$ cat src/rtl/pipelined_carry_select_add_sub.sv
// Pipelined N-bit two's-complement adder/subtractor built from SEG-bit carry-select
// segments spread over STAGES register stages, with valid/ready flow control and saturation.

module csel_seg #(
    parameter int SEG = 2
) (
    input  logic [SEG-1:0] a,
    input  logic [SEG-1:0] b,
    input  logic           cin,
    output logic [SEG-1:0] s,
    output logic           cout
);
    logic [SEG:0] s0, s1;

    // Both carry hypotheses are resolved up front; the incoming carry only drives the mux.
    assign s0   = {1'b0, a} + {1'b0, b};
    assign s1   = {1'b0, a} + {1'b0, b} + {{SEG{1'b0}}, 1'b1};
    assign s    = cin ? s1[SEG-1:0] : s0[SEG-1:0];
    assign cout = cin ? s1[SEG] : s0[SEG];
endmodule

module pipelined_carry_select_add_sub #(
    parameter int N      = 16,
    parameter int SEG    = 2,
    parameter int STAGES = 2
) (
    input  logic         clk,
    input  logic         rst_n,
    input  logic         in_valid,
    output logic         in_ready,
    input  logic [N-1:0] a,
    input  logic [N-1:0] b,
    input  logic         is_subtract,
    input  logic         saturate,
    output logic         out_valid,
    input  logic         out_ready,
    output logic [N-1:0] result,
    output logic         carry,
    output logic         overflow_flag,
    output logic         negative,
    output logic         zero
);
    localparam int BPS = N / STAGES;
    localparam int SPS = BPS / SEG;

    typedef struct packed {
        logic [N-1:0] a;
        logic [N-1:0] b;
        logic [N-1:0] sum;
        logic         c;
        logic         sat;
    } stg_t;

    logic [STAGES:0] vld_pipe;
    logic [STAGES:0] rdy;
    stg_t            in_stg;

    assign vld_pipe[0] = in_valid;
    assign rdy[STAGES] = out_ready;
    assign in_ready    = rdy[0];
    assign out_valid   = vld_pipe[STAGES];

    // Subtract is folded in here as A + ~B with the +1 as the initial carry-in.
    assign in_stg = {a, b ^ {N{is_subtract}}, {N{1'b0}}, is_subtract, saturate};

    for (genvar k = 0; k < STAGES; k++) begin : stg
        stg_t           prv, nxt;
        logic           v_q;
        logic [SPS:0]   cc;
        logic [BPS-1:0] ssum;

        if (k == 0) begin : g_src
            assign prv = in_stg;
        end else begin : g_src
            assign prv = stg[k-1].g_reg.q;
        end

        assign cc[0] = prv.c;

        for (genvar j = 0; j < SPS; j++) begin : seg
            csel_seg #(.SEG(SEG)) u_seg (
                .a   (prv.a[k*BPS + j*SEG +: SEG]),
                .b   (prv.b[k*BPS + j*SEG +: SEG]),
                .cin (cc[j]),
                .s   (ssum[j*SEG +: SEG]),
                .cout(cc[j+1])
            );
        end

        always_comb begin
            nxt                  = prv;
            nxt.sum[k*BPS +: BPS] = ssum;
            nxt.c                = cc[SPS];
        end

        // A stage advances whenever it is empty or the stage after it moves.
        assign rdy[k]        = !v_q | rdy[k+1];
        assign vld_pipe[k+1] = v_q;

        always_ff @(posedge clk) begin
            if (!rst_n)      v_q <= 1'b0;
            else if (rdy[k]) v_q <= vld_pipe[k];
        end

        if (k < STAGES - 1) begin : g_reg
            stg_t q;
            always_ff @(posedge clk) begin
                if (!rst_n)      q <= '0;
                else if (rdy[k]) q <= nxt;
            end
        end
    end

    stg_t         fin;
    logic         c_msb, ovf, neg;
    logic [N-1:0] res;
    logic         unused_bits;

    assign fin   = stg[STAGES-1].nxt;
    assign c_msb = fin.a[N-1] ^ fin.b[N-1] ^ fin.sum[N-1];
    assign ovf   = c_msb ^ fin.c;
    assign neg   = ovf ^ fin.sum[N-1];

    // Operand bits below the MSB have no consumer once the last segment is summed.
    assign unused_bits = ^{fin.a[N-2:0], fin.b[N-2:0]};

    always_comb begin
        res = fin.sum;
        if (fin.sat && ovf) res = neg ? {1'b1, {(N-1){1'b0}}} : {1'b0, {(N-1){1'b1}}};
    end

    always_ff @(posedge clk) begin
        if (!rst_n) begin
            result        <= '0;
            carry         <= 1'b0;
            overflow_flag <= 1'b0;
            negative      <= 1'b0;
            zero          <= 1'b0;
        end else if (rdy[STAGES-1]) begin
            result        <= res;
            carry         <= fin.c;
            overflow_flag <= ovf;
            negative      <= neg;
            zero          <= (res == '0);
        end
    end
endmodule
$ cat config.mk
export PLATFORM = sky130hd
export DESIGN_NAME = pipelined_carry_select_add_sub
export DESIGN_NICKNAME = d
export VERILOG_FILES = /design/src/rtl/pipelined_carry_select_add_sub.sv
export SDC_FILE = /design/constraint.sdc
export NUM_CORES = 1
export LEC_CHECK = 0
export CORE_MARGIN = 3
export CORE_UTILIZATION = 35
export CTS_BUF_LIST = sky130_fd_sc_hd__clkbuf_4 sky130_fd_sc_hd__clkbuf_8
export CTS_CLUSTER_SIZE = 20
export DETAILED_ROUTE_END_ITERATION = 7
export PLACE_DENSITY = 0.59
export SLEW_MARGIN = 20
export SYNTH_ARGS = -nofsm -noshare
export SYNTH_HDL_FRONTEND = slang
export SYNTH_SLANG_ARGS = --single-unit
$ cat constraint.sdc
create_clock -name clk -period 5.7 [get_ports clk]
set_input_delay 1.14 -clock clk [delete_from_list [all_inputs] [get_ports clk]]
set_output_delay 1.14 -clock clk [all_outputs]
set_load 0.005 [all_outputs]
# Yosys cells after proc, flatten, opt, wreduce, memory -nomap -nowiden
# Index checks and enable logic that the tools add are counted.
# word_totals
regBits	64
latchBits	0
ramBits	0
mem_bits_ro	0
in_bits	38
out_inout_bits	22
wordCells	57
n_memories	0
# op_classes
add_sub_neg	16
mul	0
div	0
order_cmp	0
eq_ne	0
shift	0
muxes	18
bitwise_logic	7
n_reduce_logical	4
# op_table
op	n
16-bit 2-to-1 mux	2
2-bit by 2-bit adder with 3-bit output	8
3-bit by 1-bit adder with 3-bit output (second input constant)	8
16-bit logical NOT	1
2-bit 2-to-1 mux	8
16-bit XOR	1
1-bit 2-to-1 mux	8
1-bit XOR	4
1-bit logical NOT	2
1-bit OR	2
1-bit logical AND	1

# Logic depth before layout (Yosys ltp)
# depth
ltp_word	12
ltp_mapped	15
ltp_nobuf	13

# Cells and area by module
# Synthesis repeated with hierarchy kept, for this count alone.
# hier_totals
hier_cells	291
hier_area_um2	2834.0
# modules_own_cells
module	n_inst	cells_each	area_each_um2	seq_area_each_um2
pipelined_carry_select_add_sub	1	235	2183.3	960.9
csel_seg	8	7	81.3	0.0

# Least setup slack after synthesis
# No wires, ideal clock.
# synth_timing
kind	input -> register
start	input port is_subtract
end	register stg[0].g_reg.q, in the netlist fin[9]
setup_ns	0.116
arrival_time_ns	4.214
t_required_ns	5.584
path_slack_ns	1.370
stages	15
path_buffers	2
path_cell_list	clkbuf_1 > clkbuf_1 > xor2_1 > ha_1 > inv_1 > fa_1 > inv_1 > ha_1 > a21boi_0 > nor4_1 > nand3b_1 > xor2_1 > mux2i_1 > nand2_1 > o211a_1
# synth_between
elab_chain_cells	7
elab_cells_between_ends	13
classes_between	add/sub: 8; mux: 4; bitwise: 1
# synth_lines
item	line	source
start: declaration	33	input logic is_subtract,
16-bit XOR	64	assign in_stg = {a, b ^ {N{is_subtract}}, {N{1'b0}}, is_subtract, saturate};
2-bit by 2-bit adder with 3-bit output	16, 17	
3-bit by 1-bit adder with 3-bit output	17	assign s1 = {1'b0, a} + {1'b0, b} + {{SEG{1'b0}}, 1'b1};
1-bit 2-to-1 mux (3 in series)	19	assign cout = cin ? s1[SEG] : s0[SEG];
2-bit 2-to-1 mux (*)	18	assign s = cin ? s1[SEG-1:0] : s0[SEG-1:0];
end signal: assignment	109	else if (rdy[k]) q <= nxt;
end: declaration	106	stg_t q;
# Every way passes the cells marked *; elsewhere a longest branch is shown, timed or not.
# A chain may end at the register's enable or synchronous reset.

# Final worst setup path
# layout_timing
start	input port out_ready
end	output port in_ready
# layout_between
elab_chain_cells	2
# layout_lines
item	line	source
start: declaration	36	input logic out_ready,
1-bit OR (2 in series)	97	assign rdy[k] = !v_q | rdy[k+1];
end: declaration	30	output logic in_ready,
# No other way between the ends.

==> key figures <==
Pwr
  – Pleak: between 1.5 and 2 nW
  – Sequential Power Share: between 40% and 50%
  – Worst vdd ir: around 0.0001 V
  – Final Power: around 0.95 mW
  – Power Dens Cells: 251 mW/mm^2
  – Switch Pwr: slightly below 0.3 mW
  – Combinational share of power: 33.7%
  – Internal power: about 0.65 mW
  – Switching share of total power: approximately a third
  – Clock share of power: between 20% and 30%

STA
  – Final Hold Viols: 0
  – Final Skew: about 0.0077 ns
  – Worst slew pin tran: about 1.1 ns
  – Total negative slack: 0 ns
  – Setup ws final: approximately 1.2 ns
  – Setup violations, final: 0
  – Fin crit share: between 70 and 80%
  – Max Fclk: ~220 MHz
  – RSZ-0062 raised after global routing: no
  – Slew Viols, Final: 0
  – Post-layout min period: 4.50 ns
  – Worst relative slew slack: between 20 and 30%

Clock network
  – H-tree levels: 2
  – Hold_buf cts: 0
  – CTS tree: done
  – Total CTS buffers: 5
  – PostCTS Resize Cnt: 0
  – CTS Root Buffer Type: clkbuf_8
  – Clk pin slew, worst setup/hold paths: about 0.1 ns
  – Clk_lat worst skew: around 0.31 ns
  – CTS max path bufs: 2
  – Post-CTS Setup Inserts: 0
  – Sink Count: 48

Placement
  – I/O Buffers: between 50 and 60
  – Routability Congestion: between 0.8 and 0.9
  – DPL Wire Length: around 5.3 mm
  – Place WS: ~1.1 ns
  – Placed instance count: between 400 and 500

Worst setup path
  – Worst setup EP type: output pin
  – Worst path slowest cell: nor2b_1
  – WP data arrival: approximately 3.4 ns
  – Worst-path maximum fanout: 13
  – Critical Path Source Type: primary input
  – Cell seen most often among critical-path stages: clkdlybuf4s50_1
  – CP cell instances: clkdlybuf4s50_1 -> nor2b_1 -> and2_1 -> clkinv_1 -> clkdlybuf4s50_1
  – CP Class: primary input to output pin
  – Slowest stage delay, CP: approximately 0.57 ns
  – Worst path required time: roughly 4.6 ns

Global route
  – Antenna violations before repair: 0
  – Total global routing overflow: 0
  – First-pass GRT wire length: between 10 and 15 mm
  – GRT Util Overall: roughly 15%
  – Vias in the first global route: about 2500
  – Largest net degree at the start of global routing: 50

Route
  – Drt first pass iters: 4
  – Avg WL per Cell: around 14 um
  – Final wirelength: 6.89 mm
  – DR iter-0 viols: 102
  – DRC viols: 0
  – Total vias in the final route: 2558
  – Vias/cell: 5.10
  – Detail Route Antenna Nets: 0

Yosys
  – FFs w/ async S/R, synth: 0%
  – Post-synth EDFFs: 0
  – Synth Net Count: 411
  – Syn Area/Cell: between 8 and 9 sq um
  – Count leader, synth: dfxtp_1
  – Flops & latches, synth: 48
  – Seq/Total Area, Yosys: 31.8%
  – Synth cell count leaders: 48 x dfxtp_1, 45 x nand2_1, 27 x inv_1
  – Synth top area share: 31.8%
  – Top cells by area, synth: dfxtp_1 32%, ha_1 7.0%, o211a_1 6.0%
  – Cells after Synth: between 300 and 400
  – Top_reg_cell synth: dfxtp_1
  – Yosys Warn Count: 0
  – Library cells used by synthesis: between 50 and 60
  – Cell area after synthesis: 0.00302 sq mm
  – Yosys top cell by area: dfxtp_1

Outcome
  – Status: complete, no violations

Layout
  – Nets@finish: 459
  – Ant. Diodes: 0
  – Fraction of final layout cells with drive strength greater than 1: about 5.3%
  – Final Util: between 40% and 50%
  – Finished Layout Cells: approximately 500
  – Area Overhead vs Synth: 24.9%

Floorplan
  – Chip width: 98.9 um
  – # rows: 33
  – I/O pin count: 60
  – Die ar.: between 0.009 and 0.01 sq mm
  – Die height: about 99 um
  – CORE AREA: just over 0.008 sq mm
  – Starting Density: a little over a third

Hold path
  – Hold Crit Class: flip-flop to flip-flop

Flow run
  – Max Cap Viol: 0
power groups by stage:
stage | sequential [mW] | clock [mW] | combinational (mW)
floorplan | 0.408 | 0 | 0.212
global placement | 0.415 | 0 | 0.317
detailed placement | 0.416 | 0 | 0.323
CTS | 0.408 | 0.226 | 0.324
global route | 0.414 | 0.239 | 0.363
finish | 0.408 | 0.219 | 0.319
cell type report:
type | count | area, sq um
fill | 842 | 4530
multi-input combinational | 251 | 1860
sequential | 48 | 961
timing repair buffer | 62 | 613
tap | 105 | 131
inverter | 28 | 105
clock buffer | 6 | 82.6
clock inverter | 2 | 13.8
metrics by stage:
stage          hold slack, ns  cell area, sq um
6_report                0.465              3770
3_3_place_gp            0.455              3670
3_5_place_dp            0.443              3670
4_1_cts                 0.468              3770
5_1_grt                 0.482              3770
2_1_floorplan           0.432              3020
logic make-up (layout without fill, tap and decap cells):
logic type | after synthesis | count (layout) | synth area share, %
AND/OR/NAND/NOR | 102 | 102 | 17.1
AO/OA/AOI/OAI | 90 | 90 | 21.7
buffers and inverters | 49 | 98 | 6.46
adder cells (fa/ha/maj) | 25 | 25 | 12.3
flip-flops | 48 | 48 | 31.8
multiplexers | 5 | 5 | 1.74
XOR/XNOR | 29 | 29 | 8.87
per-layer routing:
| metal | up-vias | GRT usage, % | part of all wire [%] |
|---|---|---|---|
| met4 | 0 | 3.89 | 1.2 |
| li1 | 1292 | - | - |
| met2 | 60 | 24.6 | 47 |
| met5 | - | 0 | 0 |
| met3 | 8 | 2.69 | 4.2 |
| met1 | 1198 | 19.4 | 47 |
cell usage in the layout (no fill, tap or decap), drive strengths merged, types with 3 or more instances in the layout:
cell type / n
o31ai: 3
and2: 6
nand4: 4
nor2b: 3
a21boi: 10
dfxtp: 48
fa: 8
o211a: 18
mux2i: 3
clkdlybuf4s50: 59
o211ai: 3
o21a: 3
buf: 3
inv: 28
nand2: 45
clkbuf: 6
o21ai: 21
nor2: 12
nor4: 4
ha: 17
xnor2: 17
xor2: 11
nand3: 15
a21oi: 22
state kept, by name, summed over array words and instances, names as in the netlist:
name           flops
out_valid          1
fin               25
carry              1
overflow_flag      1
stg.v_q            1
negative           1
stg.g_reg.q        1
result            16
zero               1
final timing paths:
kind | from | end | slack (ns) | depth (start not counted)
hold reg to reg | stg[0].v_q | out_valid | 0.46 | 1
hold / removal | stg[0].v_q | out_valid | 0.46 | 1
setup reg to reg | fin[26] | result[8] | 1.78 | 12
setup / recovery | out_ready | in_ready | 1.20 | 5
critical path, delay by kind of cell:
family / cells / cell delay, ns
buffers and inverters: 3 / 1.10
AND/OR/NAND/NOR: 2 / 1.12
Power figures use the tool's default switching activity.
